[config.mk]
export PLATFORM = sky130hd
export DESIGN_NAME = lfsr_gen
export DESIGN_NICKNAME = d
export VERILOG_FILES = /design/src/rtl/lfsr_gen.sv
export SDC_FILE = /design/constraint.sdc
export NUM_CORES = 1
export LEC_CHECK = 0
export BUFFER_PORTS_ARGS = -buffer_cell sky130_fd_sc_hd__buf_2
export CELL_PAD_IN_SITES_DETAIL_PLACEMENT = 2
export CELL_PAD_IN_SITES_GLOBAL_PLACEMENT = 2
export CORE_UTILIZATION = 36
export DETAILED_ROUTE_END_ITERATION = 8
export PLACE_DENSITY_LB_ADDON = 0.1
export SKIP_CTS_REPAIR_TIMING = 1
export SLEW_MARGIN = 10
export SYNTH_ARGS = -nofsm -noshare
export SYNTH_HDL_FRONTEND = slang
export SYNTH_SLANG_ARGS = --single-unit
[constraint.sdc]
create_clock -name clk -period 3.45 [get_ports clk]
set_input_delay 0.69 -clock clk [delete_from_list [all_inputs] [get_ports clk]]
set_output_delay 0.69 -clock clk [all_outputs]
set_load 0.01 [all_outputs]
[src/rtl/lfsr_gen.sv]
// Fibonacci LFSR with XNOR feedback, reversible stepping, seed load,
// lockup recovery from the all-ones state and a wrap pulse on return to start.
module lfsr_gen #(
  parameter int               WIDTH = 8,
  parameter logic [WIDTH-1:0] TAPS  = 8'hB8,
  parameter logic [WIDTH-1:0] SEED  = {WIDTH{1'b0}}
) (
  input  logic             clk,
  input  logic             reset,
  input  logic             en,
  input  logic             load,
  input  logic [WIDTH-1:0] seed_in,
  input  logic             dir,
  output logic [WIDTH-1:0] out,
  output logic             fb,
  output logic             wrap,
  output logic             lockup
);

  logic [WIDTH-1:0] out_r;
  logic [WIDTH-1:0] start_r;
  logic             wrap_r;
  logic [WIDTH-1:0] next_s;
  logic             wrap_next_s;
  logic             fb_s;
  logic             rev_x_s;
  logic             lockup_s;

  function automatic logic parity_f(input logic [WIDTH-1:0] v);
    parity_f = ^v;
  endfunction

  // The reverse bit undoes the forward XNOR: out[0] is the feedback that shifted in,
  // so the bit that shifted out is recovered from it and the remaining tapped bits.
  assign fb_s     = ~parity_f(out_r & TAPS);
  assign rev_x_s  = ~out_r[0] ^ parity_f({1'b0, out_r[WIDTH-1:1] & TAPS[WIDTH-2:0]});
  assign lockup_s = &out_r;

  // Next-state selection: load, lockup recovery, forward/reverse step or hold.
  always_comb begin
    next_s      = out_r;
    wrap_next_s = 1'b0;
    if (load) begin
      next_s = seed_in;
    end else if (en) begin
      if (lockup_s) begin
        next_s = SEED;
      end else begin
        if (dir) begin
          next_s = {out_r[WIDTH-2:0], fb_s};
        end else begin
          next_s = {rev_x_s, out_r[WIDTH-1:1]};
        end
        wrap_next_s = (next_s == start_r);
      end
    end else begin
      next_s = out_r;
    end
  end

  // State, start-value and wrap registers.
  always_ff @(posedge clk or negedge reset) begin
    if (!reset) begin
      out_r   <= SEED;
      start_r <= SEED;
      wrap_r  <= 1'b0;
    end else begin
      out_r  <= next_s;
      wrap_r <= wrap_next_s;
      if (load) begin
        start_r <= seed_in;
      end else begin
        start_r <= start_r;
      end
    end
  end

  assign out    = out_r;
  assign fb     = fb_s;
  assign wrap   = wrap_r;
  assign lockup = lockup_s;

endmodule

==> results.md <==
- Status: finished clean
- Element type at the critical path start: flop
- Worst-margin pin slew: 674 ps
- Worst Setup End Kind: output port
- Clock Skew: 2.04 ps
- Dpl cells: 126
- Largest net degree at the start of global routing: 19
- R2R setup slack: 1580 ps
- Clock H-tree levels: 1
- Clk slew on worst S/H paths: 110 ps
- Min cycle time layout: 2260 ps
- # DRC: 0
- Power consumption: 0.518 mW
- Sequential Area: 425 µm²
- Yosys reg bits: 17
- DRT Pass-1 Iters: 3
- Hold slack final: 289 ps
- First-pass GRT wire length: 3910 µm
- Detailed-route via count: 725
- Avg Inst Size Synth: 12.4 µm²
- Clk sink count: 17
- Antenna diode count: 0
- Max_slew headroom: 0.549
- Die height: 53.2 µm
- CTS Root Cell: clkbuf_4
- CP Max Fanout: 7
- Clk buf depth: 2
- Synthesis warning total: 0
- Initial antenna violation count: 0
- Rows: 18
- Layout area overhead: 17.6%
- Cell accounting for the most synthesized area: dfrtp_1
- Hold violation total from the final report: 0
- Seq/Total Area, Yosys: 0.451
- Highest Signal Layer: met4
- Die area: 2830 µm²
- Fill count: 271
- Max Freq: 0.443 GHz
- Port Buffers: 23
- Hold Path Class: input pin to asynchronous set/reset pin
- Met2 routed WL: 1190 µm
- Wl on met1: 1080 µm
- TritonCTS clock tree: built
- Max cap viols: 0
- CP Class: flop to output port
- CP required: 2760 ps
- GP Congestion: 0.802
- Top-area cell type share of the netlist area: 0.451
- Mapped Cells: 76
- Static leakage: 0.510 nW
- Fraction of layout cells with a size suffix above 1: 0.360
- RSZ-0062 raised after global routing: no
- Vias in the first global route: 805
- CP Data Arrival Time: 1570 ps
- Multi-input gate area: 505 µm²
- Pwr Density: 466 nW/µm²
- VDD IR max: 0.246 mV
- Count of cell types in the netlist: 22
- Wire length per cell: 18.5 µm
- Met3 WL: 73 µm
- Detailed Place HPWL: 1710 µm
- Nets: 115
- Core area: 2480 µm²
- Die Width: 53.2 µm
- Clock insertion delay at the later pin of the skew report: 300 ps
- Cell Area, Synth: 943 µm²
- Mapped Nets: 90
- Starting density of the core: 0.381
- Synth area leaders: dfrtp_1, mux2_2, mux2i_1, xnor2_1, a22oi_1
- Num ports: 24
- Slew Viols, Final: 0
- DRT Wirelength: 2400 µm
- Routed Antenna Nets: 0
- CTS Buf Count: 3
- Most common cell after layout, fill and taps aside: buf_2
- Via/cell ratio: 5.58
- Setup violations, final: 0
- GRT Util Overall: 0.209
- Commonest non-fill, non-tap cells in the layout: buf_2, dfrtp_1, a22oi_1, o21ai_0, mux2_2
- Post-Layout Cell Count: 130
- Overflow after GRT: 0
- Setup TNS Final: 0 ps
- Drt initial violations: 3
- Tcrit/Tclk final: 0.654
-- state kept, by name, indices dropped and copies added, names as in the netlist --
register / flops
start_r: 8
wrap: 1
out: 8
-- report_power, final --
group / switching, mW / internal, mW / total [mW]
logic: 0.0682 / 0.0817 / 0.150
registers: 0.0313 / 0.220 / 0.251
clock network: 0.0716 / 0.0452 / 0.117
total: 0.171 / 0.346 / 0.518
-- cell usage after synthesis (all sizes together) --
cell type	instances
a2111oi	1
a22oi	8
and4	1
buf	1
clkbuf	2
dfrtp	17
ha	1
mux2	8
mux2i	8
nand3	1
nand4	1
nor2	4
nor2b	1
nor4	1
o21ai	9
xnor2	7
xnor3	2
xor2	2
xor3	1
-- worst paths after layout --
check                                start          to  cells after the start
worst max-delay path                out[5]          fb                      3
worst min-delay path                 reset  start_r[7]                      1
worst max register to register      out[5]        wrap                      5
worst min register to register  start_r[0]  start_r[0]                      1
max in group asynchronous            reset  start_r[0]                      1
min in group clk                start_r[0]  start_r[0]                      1
-- critical path, cell delays in order (launching register included) --
cell and delay [ps]:
dfrtp_1 500, ha_1 330, xnor3_2 280, buf_2 160
-- layout make-up --
class                      instances  area share
multi-input combinational         56       0.455
sequential                        17       0.383
timing repair buffer              23       0.104
tap                               30      0.0338
clock buffer                       4      0.0237
-- layer usage --
metal | GRT usage | vias to the layer above
met5 | 0 | -
met4 | 0.118 | 0
met3 | 0.0259 | 5
met2 | 0.354 | 18
met1 | 0.251 | 370
li1 | - | 332
-- through the flow --
stage	utilization	setup slack [ps]	cell area, µm²
after floorplan	-	1700	943
after global placement	0.437	1350	1080
after detailed placement	0.437	1360	1080
after CTS	0.448	1170	1110
after global routing	0.448	1110	1110
final	0.448	1190	1110
-- logic make-up after synthesis --
kind of cell    share of synthesized area
compound gates                      0.121
flops                               0.451
mux                                 0.194
xor+xnor                            0.158
simple gates                       0.0504
buf+inv                            0.0133
fa+ha+maj                          0.0133
Power figures use the tool's default switching activity.
